[src/rtl/io_periph.sv]
// Memory-mapped IO block: LED register plus a FIFO-buffered 8N1 UART transmitter.
// Register selects are one-hot on the word address; the serializer drains the FIFO one frame at a time.
module io_periph #(
  parameter int CLK_FREQ_HZ = 10000000,
  parameter int BAUD_RATE   = 1000000,
  parameter int FIFO_DEPTH  = 4
) (
  input  logic        clk,
  input  logic        reset,
  input  logic [31:0] IO_mem_addr,
  input  logic        IO_mem_wr,
  input  logic [31:0] IO_mem_wdata,
  output logic [31:0] IO_mem_rdata,
  output logic [5:0]  LEDS,
  output logic        UART_TX
);

  localparam int DIV    = CLK_FREQ_HZ / BAUD_RATE;
  localparam int PTR_W  = $clog2(FIFO_DEPTH);
  localparam int CNT_W  = PTR_W + 1;
  localparam int BAUD_W = $clog2(DIV);

  if (DIV < 2) begin : g_bad_div
    $error("io_periph: CLK_FREQ_HZ / BAUD_RATE must be at least 2");
  end
  if (FIFO_DEPTH < 2 || FIFO_DEPTH > 16 || (FIFO_DEPTH & (FIFO_DEPTH - 1)) != 0) begin : g_bad_depth
    $error("io_periph: FIFO_DEPTH must be a power of two in 2..16");
  end

  typedef enum logic [1:0] {ST_IDLE, ST_START, ST_DATA, ST_STOP} state_t;

  logic [5:0]        leds_r;
  logic [7:0]        mem_r [FIFO_DEPTH];
  logic [PTR_W-1:0]  wr_ptr_r;
  logic [PTR_W-1:0]  rd_ptr_r;
  logic [CNT_W-1:0]  count_r;
  logic              ovf_r;
  state_t            state_r;
  logic [BAUD_W-1:0] baud_r;
  logic [2:0]        bit_idx_r;
  logic [7:0]        shift_r;
  logic              tx_r;

  logic sel_led_s, sel_data_s, sel_stat_s;
  logic full_s, empty_s, push_s, pop_s, ovf_evt_s, clr_s, busy_s, baud_last_s;
  logic [4:0]  count5_s;
  logic [31:0] status_s;
  logic        unused_s;

  assign sel_led_s   = IO_mem_addr[2];
  assign sel_data_s  = IO_mem_addr[3];
  assign sel_stat_s  = IO_mem_addr[4];
  assign full_s      = (count_r == CNT_W'(FIFO_DEPTH));
  assign empty_s     = (count_r == {CNT_W{1'b0}});
  assign push_s      = IO_mem_wr & sel_data_s & ~full_s;
  assign ovf_evt_s   = IO_mem_wr & sel_data_s & full_s;
  assign clr_s       = IO_mem_wr & sel_stat_s;
  assign pop_s       = (state_r == ST_IDLE) & ~empty_s;
  assign busy_s      = (state_r != ST_IDLE) | ~empty_s;
  assign baud_last_s = (baud_r == BAUD_W'(DIV - 1));
  assign count5_s    = 5'(count_r);
  assign status_s    = {21'd0, ovf_r, full_s, busy_s, 3'd0, count5_s};
  assign unused_s    = ^{IO_mem_addr[31:5], IO_mem_addr[1:0], IO_mem_wdata[31:8]};

  assign LEDS    = leds_r;
  assign UART_TX = tx_r;

  // Read mux: status wins over LEDS when both selects are set.
  always_comb begin
    IO_mem_rdata = 32'd0;
    if (sel_stat_s) begin
      IO_mem_rdata = status_s;
    end else if (sel_led_s) begin
      IO_mem_rdata = {26'd0, leds_r};
    end else begin
      IO_mem_rdata = 32'd0;
    end
  end

  // FIFO storage; contents are don't-care while the count says empty.
  always_ff @(posedge clk) begin
    if (push_s && !reset) begin
      mem_r[wr_ptr_r] <= IO_mem_wdata[7:0];
    end
  end

  // LED register, FIFO pointers/count and the sticky overflow flag.
  always_ff @(posedge clk) begin
    if (reset) begin
      leds_r   <= 6'd0;
      wr_ptr_r <= {PTR_W{1'b0}};
      rd_ptr_r <= {PTR_W{1'b0}};
      count_r  <= {CNT_W{1'b0}};
      ovf_r    <= 1'b0;
    end else begin
      if (IO_mem_wr && sel_led_s) leds_r <= IO_mem_wdata[5:0];
      if (push_s) wr_ptr_r <= wr_ptr_r + PTR_W'(1);
      if (pop_s)  rd_ptr_r <= rd_ptr_r + PTR_W'(1);
      case ({push_s, pop_s})
        2'b10:   count_r <= count_r + CNT_W'(1);
        2'b01:   count_r <= count_r - CNT_W'(1);
        default: count_r <= count_r;
      endcase
      // An overflow in the same cycle as a clear must leave the flag set.
      if (ovf_evt_s)  ovf_r <= 1'b1;
      else if (clr_s) ovf_r <= 1'b0;
    end
  end

  // Serializer: tx_r is loaded with the level of the next period at each transition.
  always_ff @(posedge clk) begin
    if (reset) begin
      state_r   <= ST_IDLE;
      baud_r    <= {BAUD_W{1'b0}};
      bit_idx_r <= 3'd0;
      shift_r   <= 8'd0;
      tx_r      <= 1'b1;
    end else begin
      case (state_r)
        ST_IDLE: begin
          if (pop_s) begin
            shift_r <= mem_r[rd_ptr_r];
            baud_r  <= {BAUD_W{1'b0}};
            tx_r    <= 1'b0;
            state_r <= ST_START;
          end else begin
            tx_r <= 1'b1;
          end
        end
        ST_START: begin
          if (baud_last_s) begin
            baud_r    <= {BAUD_W{1'b0}};
            bit_idx_r <= 3'd0;
            tx_r      <= shift_r[0];
            state_r   <= ST_DATA;
          end else begin
            baud_r <= baud_r + BAUD_W'(1);
          end
        end
        ST_DATA: begin
          if (baud_last_s) begin
            baud_r  <= {BAUD_W{1'b0}};
            shift_r <= {1'b0, shift_r[7:1]};
            if (bit_idx_r == 3'd7) begin
              tx_r    <= 1'b1;
              state_r <= ST_STOP;
            end else begin
              bit_idx_r <= bit_idx_r + 3'd1;
              tx_r      <= shift_r[1];
            end
          end else begin
            baud_r <= baud_r + BAUD_W'(1);
          end
        end
        ST_STOP: begin
          if (baud_last_s) begin
            baud_r  <= {BAUD_W{1'b0}};
            state_r <= ST_IDLE;
          end else begin
            baud_r <= baud_r + BAUD_W'(1);
          end
          tx_r <= 1'b1;
        end
        default: begin
          state_r <= ST_IDLE;
          tx_r    <= 1'b1;
        end
      endcase
    end
  end

endmodule

[config.mk]
export PLATFORM = sky130hd
export DESIGN_NAME = io_periph
export DESIGN_NICKNAME = d
export VERILOG_FILES = /design/src/rtl/io_periph.sv
export SDC_FILE = /design/constraint.sdc
export NUM_CORES = 1
export LEC_CHECK = 0
export ABC_AREA = 1
export CAP_MARGIN = 20
export CORE_MARGIN = 8
export CORE_UTILIZATION = 50
export CTS_CLUSTER_DIAMETER = 30
export DETAILED_ROUTE_END_ITERATION = 16
export GPL_TIMING_DRIVEN = 0
export PLACE_DENSITY = 0.86
export REMOVE_ABC_BUFFERS = 1
export SLEW_MARGIN = 20
export SYNTH_ARGS = -nofsm -noshare
export SYNTH_HDL_FRONTEND = slang
export SYNTH_SLANG_ARGS = --single-unit
[constraint.sdc]
create_clock -name clk -period 5.7 [get_ports clk]
set_input_delay 1.14 -clock clk [delete_from_list [all_inputs] [get_ports clk]]
set_output_delay 1.14 -clock clk [all_outputs]
set_load 0.05 [all_outputs]
Word level (Yosys, flattened, before mapping)
Memory sizes are Yosys's and may differ from the RTL's. A register that Yosys moved wholly into a read port is not among the register bits.
Index checks and enable logic that the tools add are counted.
{"block": "word_totals", "out_inout_bits": 39, "reg_bits": 32, "mem_bits_rw": 32, "memories": 1}
{"block": "classes", "reduce_logical": 15, "n_eq_ne": 14, "n_addsub": 6, "muxes": 30, "bitwise": 8}
{"memory": "mem_r", "depth": 4, "word_bits": 8, "rd": 1, "rd_ports_with_merged_regs": 1, "wr": 1, "line_no": "33", "text": "logic [7:0] mem_r [FIFO_DEPTH];"}
{"cell": "8-bit two-way mux", "n": 2}
{"cell": "8-bit case mux with 2 select lines", "n": 1}
{"cell": "2-bit two-way mux", "n": 7}
{"cell": "2-bit inequality test (second input constant)", "n": 6}
{"cell": "3-bit case mux with 2 select lines", "n": 2}
{"cell": "11-bit two-way mux", "n": 1}
{"cell": "2-bit nonzero test", "n": 5}
{"cell": "3-bit two-way mux", "n": 3}
{"cell": "1-bit two-way mux", "n": 8}
{"cell": "4-bit two-way mux", "n": 2}
{"cell": "2-bit case mux with 4 select lines", "n": 1}
{"cell": "4-bit case mux with 2 select lines", "n": 1}
{"cell": "3-bit by 1-bit adder with 3-bit output (second input constant)", "n": 2}
{"cell": "2-bit == test (second input constant)", "n": 3}
{"cell": "3-bit == test (second input constant)", "n": 2}
{"cell": "6-bit two-way mux", "n": 1}
{"cell": "1-bit bitwise AND", "n": 5}
{"cell": "5-bit AND reduction", "n": 1}
{"cell": "2-bit by 1-bit adder with 2-bit output (second input constant)", "n": 2}
{"cell": "4-bit by 1-bit adder with 4-bit output (second input constant)", "n": 1}
{"cell": "2-bit by 1-bit == test with 1-bit output (second input constant)", "n": 2}
{"cell": "4-bit == test (second input constant)", "n": 1}
{"cell": "1-bit case mux with 4 select lines", "n": 1}
{"cell": "4-bit AND reduction", "n": 1}
{"cell": "10 further kinds", "n": 12}

Depth between registers and ports, before layout
{"block": "depth", "depth_word": 6, "mapped_depth": 11, "depth_no_buf": 11}

Worst setup path before layout
OpenSTA, ideal clock, no wires.
{"block": "synth_path", "path_kind": "input port to output port", "startpoint": "input port IO_mem_addr[4]", "endpoint": "output port IO_mem_rdata[0]", "path_stages": 2, "path_slack_ns": 2.252, "t_required_ns": 4.560, "arrival_time_ns": 2.308, "path_buffers": 0, "cell_sequence": "inv_1 -> o21ai_0"}
{"block": "synth_between", "elab_chain_cells": 1}
{"element": "start: declaration", "line_no": "10", "text": "input logic [31:0] IO_mem_addr,"}
{"element": "11-bit two-way mux", "line_no": "71", "text": "if (sel_stat_s) begin"}
{"element": "end: declaration", "line_no": "13", "text": "output logic [31:0] IO_mem_rdata,"}
Every way passes these cells.

Worst setup path after layout
Same ends and word-level chain as after synthesis.

==> metrics <==
grt ovf=0; Yosys cell types=27; peak supply drop=0.309 mV; full die area=9390 sq um; compound-gate portion of the synthesized area=0.0608; Clock transition at path regs=0.07 ns; CP endpoint kind=primary output; Via density=5.10; CTS Sinks=66; Worst Path Required=4.56 ns; mapped cell area=3270 sq um; Max-slew headroom=0.449; hold buffer count at CTS=0; warnings from Yosys=0; commonest non-fill, non-tap cells in the layout=nand2_1 (99), nor2_1 (56), inv_1 (39), dfxtp_1 (34), edfxtp_1 (32); fin crit share=0.723; Design Power=1.74 mW; Final GP Congestion=0.791; worst-path fanout max=7; Worst Setup Start Kind=input port; Layout area overhead=13.7%; syn_area_per_cell=8.30 sq um; port bufs=29; reg-to-reg endpoint=count_r[2]$_SDFFE_PP0P_; final setup vio count=0; hold depth=2; Register-to-Register Path Depth=11; Most Frequent Cell on Critical Path=clkdlybuf4s50_1; vias in the first global route=2627; first-pass GRT wire length=11900 um; initial drt markers=168; WL final=7020 um; power density over cell area=468 nW/um^2; RSZ-0062 raised after global routing=false; skew final=0.00826 ns; deepest clock path buffer count=2; core area=6350 sq um; remaining antenna violation count after routing=0; largest family of logic cells by synthesized area=simple AND/OR/NAND/NOR gates; Multi-input gate area=1330 sq um; Lkg Pwr=1.63 nW; HP Start=shift_r[7]$_SDFFE_PP0P_; Die Width=96.9 um; register area share after synthesis=0.502; later-pin clock latency in the skew report=0.34 ns; critical path class=in2out; routed len/inst=13.9 um; share of layout cells above drive strength 1=0.0723; Final Net Count=506; Slowest Stage Delay on Critical Path=0.85 ns; pins over their slew limit=0; # DRC=0; worst hold margin=0.474 ns; Post CTS Setup Buffer Count=0; Final Hold Fails=0; CP max stage cell=clkdlybuf4s50_1; status=completed; initial antenna violation count=0; vias=2581; Crit Reg-Reg Startpoint=state_r[0]$_SDFFE_PP0P_; Total GRT Usage=0.153; FF/Latch Area=1640 sq um; f_max=243 MHz; Hold EP=shift_r[7]$_SDFFE_PP0P_; fillcell total=536; CTS tree=built; setup_tns=0 ns; Worst Path Arrival=2.98 ns; worst-path cell chain=clkdlybuf4s50_1 -> inv_1 -> o21ai_0 -> clkdlybuf4s50_1; worst slack, placed=1.58 ns; largest net degree at the start of global routing=26; n_diodes=0; total CTS buffers=9; setup slack after layout=1.58 ns; mux cell area share after synthesis=0; Register-to-Register Setup Slack=3.17 ns; DRT Pass-1 Iters=4; Adder-Cell Fraction of Synth Area=0.0597; num rows=29; Worst Hold Class=reg2reg; Period minus WS final=4.12 ns; Die Height=96.9 um; Synth Area in Simple Gates=0.253; CTS root buffer=clkbuf_8; Post-Syn Instances=394; Initial Util=0.515; Synth Area in XOR/XNOR=0.00536; I/O Pins=106; H-tree depth=3; post-DP HPWL=4840 um; cells resized by post-CTS repair=0; most common cell after layout, fill and taps aside=nand2_1; Least-Margin Pin Slew=0.824 ns; max cap viols=0; register bit total from synthesis=66
how the worst max path moves through the flow:
stage	startpoint	to
6_report	IO_mem_addr[4]	IO_mem_rdata[0]
5_1_grt	IO_mem_addr[4]	IO_mem_rdata[0]
4_1_cts	IO_mem_addr[4]	IO_mem_rdata[0]
3_5_place_dp	IO_mem_addr[4]	IO_mem_rdata[0]
3_3_place_gp	IO_mem_addr[4]	IO_mem_rdata[2]
2_1_floorplan	IO_mem_addr[4]	IO_mem_rdata[0]
per-stage QoR:
| stage | util | cell area, sq um | std cells |
|---|---|---|---|
| floorplan | - | 3140 | 384 |
| global placement | 0.555 | 3520 | 490 |
| detailed placement | 0.555 | 3520 | 490 |
| CTS | 0.586 | 3720 | 506 |
| global route | 0.586 | 3720 | 506 |
| finish | 0.586 | 3720 | 506 |
worst max-delay path: cells and delay by family:
kind | cells | cell delay (ns)
compound gates | 1 | 0.21
buf+inv | 3 | 1.63
routing by layer:
layer  up-vias  wire [um]  global-route usage
li1       1278          -                   -
met1      1177       2770               0.156
met2       107       3460               0.262
met3        19        593              0.0605
met4         0        188              0.0864
met5         -          0                   0
cells by family after synthesis:
group	after synthesis
buffers and inverters	77
other	1
DFF	66
and+or+nand+nor	194
AOI/OAI and AO/OA	39
xor gates and xnor gates	2
adders and majority gates	15
where the power goes:
group	switching, mW	total (mW)	leakage [nW]	internal [mW]
sequential	0.0600	0.623	0.568	0.563
clock	0.180	0.393	0.0953	0.212
combinational	0.493	0.722	0.962	0.230
flip-flops by register name, summed over array words and instances (netlist names), named ones only:
name	count
bit_idx_r	3
count_r	3
UART_TX	1
LEDS	6
shift_r	8
mem_r	32
baud_r	4
wr_ptr_r	2
rd_ptr_r	2
state_r	2
ovf_r	1
cells in the mapped netlist:
cell      number  area [sq um]
a21oi_2        1          8.76
nor2_4         1          11.3
edfxtp_1      32           961
xor2_1         2          17.5
o21ai_1        1          5.00
a21oi_1       21           105
dfxtp_1       34           681
buf_4         24           180
conb_1         1          3.75
nor3_1         1          5.00
fa_1           1          20.0
nand3_1       20           100
nand3_4        1          17.5
nor2_2         1          6.26
nand3_2        3          30.0
buf_2          6          30.0
inv_1         39           146
ha_1          14           175
nand4_1        8          50.1
or2_1          1          6.26
or2_2          1          6.26
nand2_2        2          12.5
inv_2          6          22.5
nand2_1       99           372
o21ai_0       16          80.1
clkbuf_1       2          7.51
nor2_1        56           210
final cells by class:
type                            count  area share
Tap cell                           77      0.0259
Sequential cell                    66       0.441
Timing Repair Buffer               29      0.0781
Clock inverter                      5      0.0148
Clock buffer                       11      0.0380
Multi-Input combinational cell    273       0.356
Inverter                           45      0.0454
No activity file was read; power rests on OpenSTA's default activity.
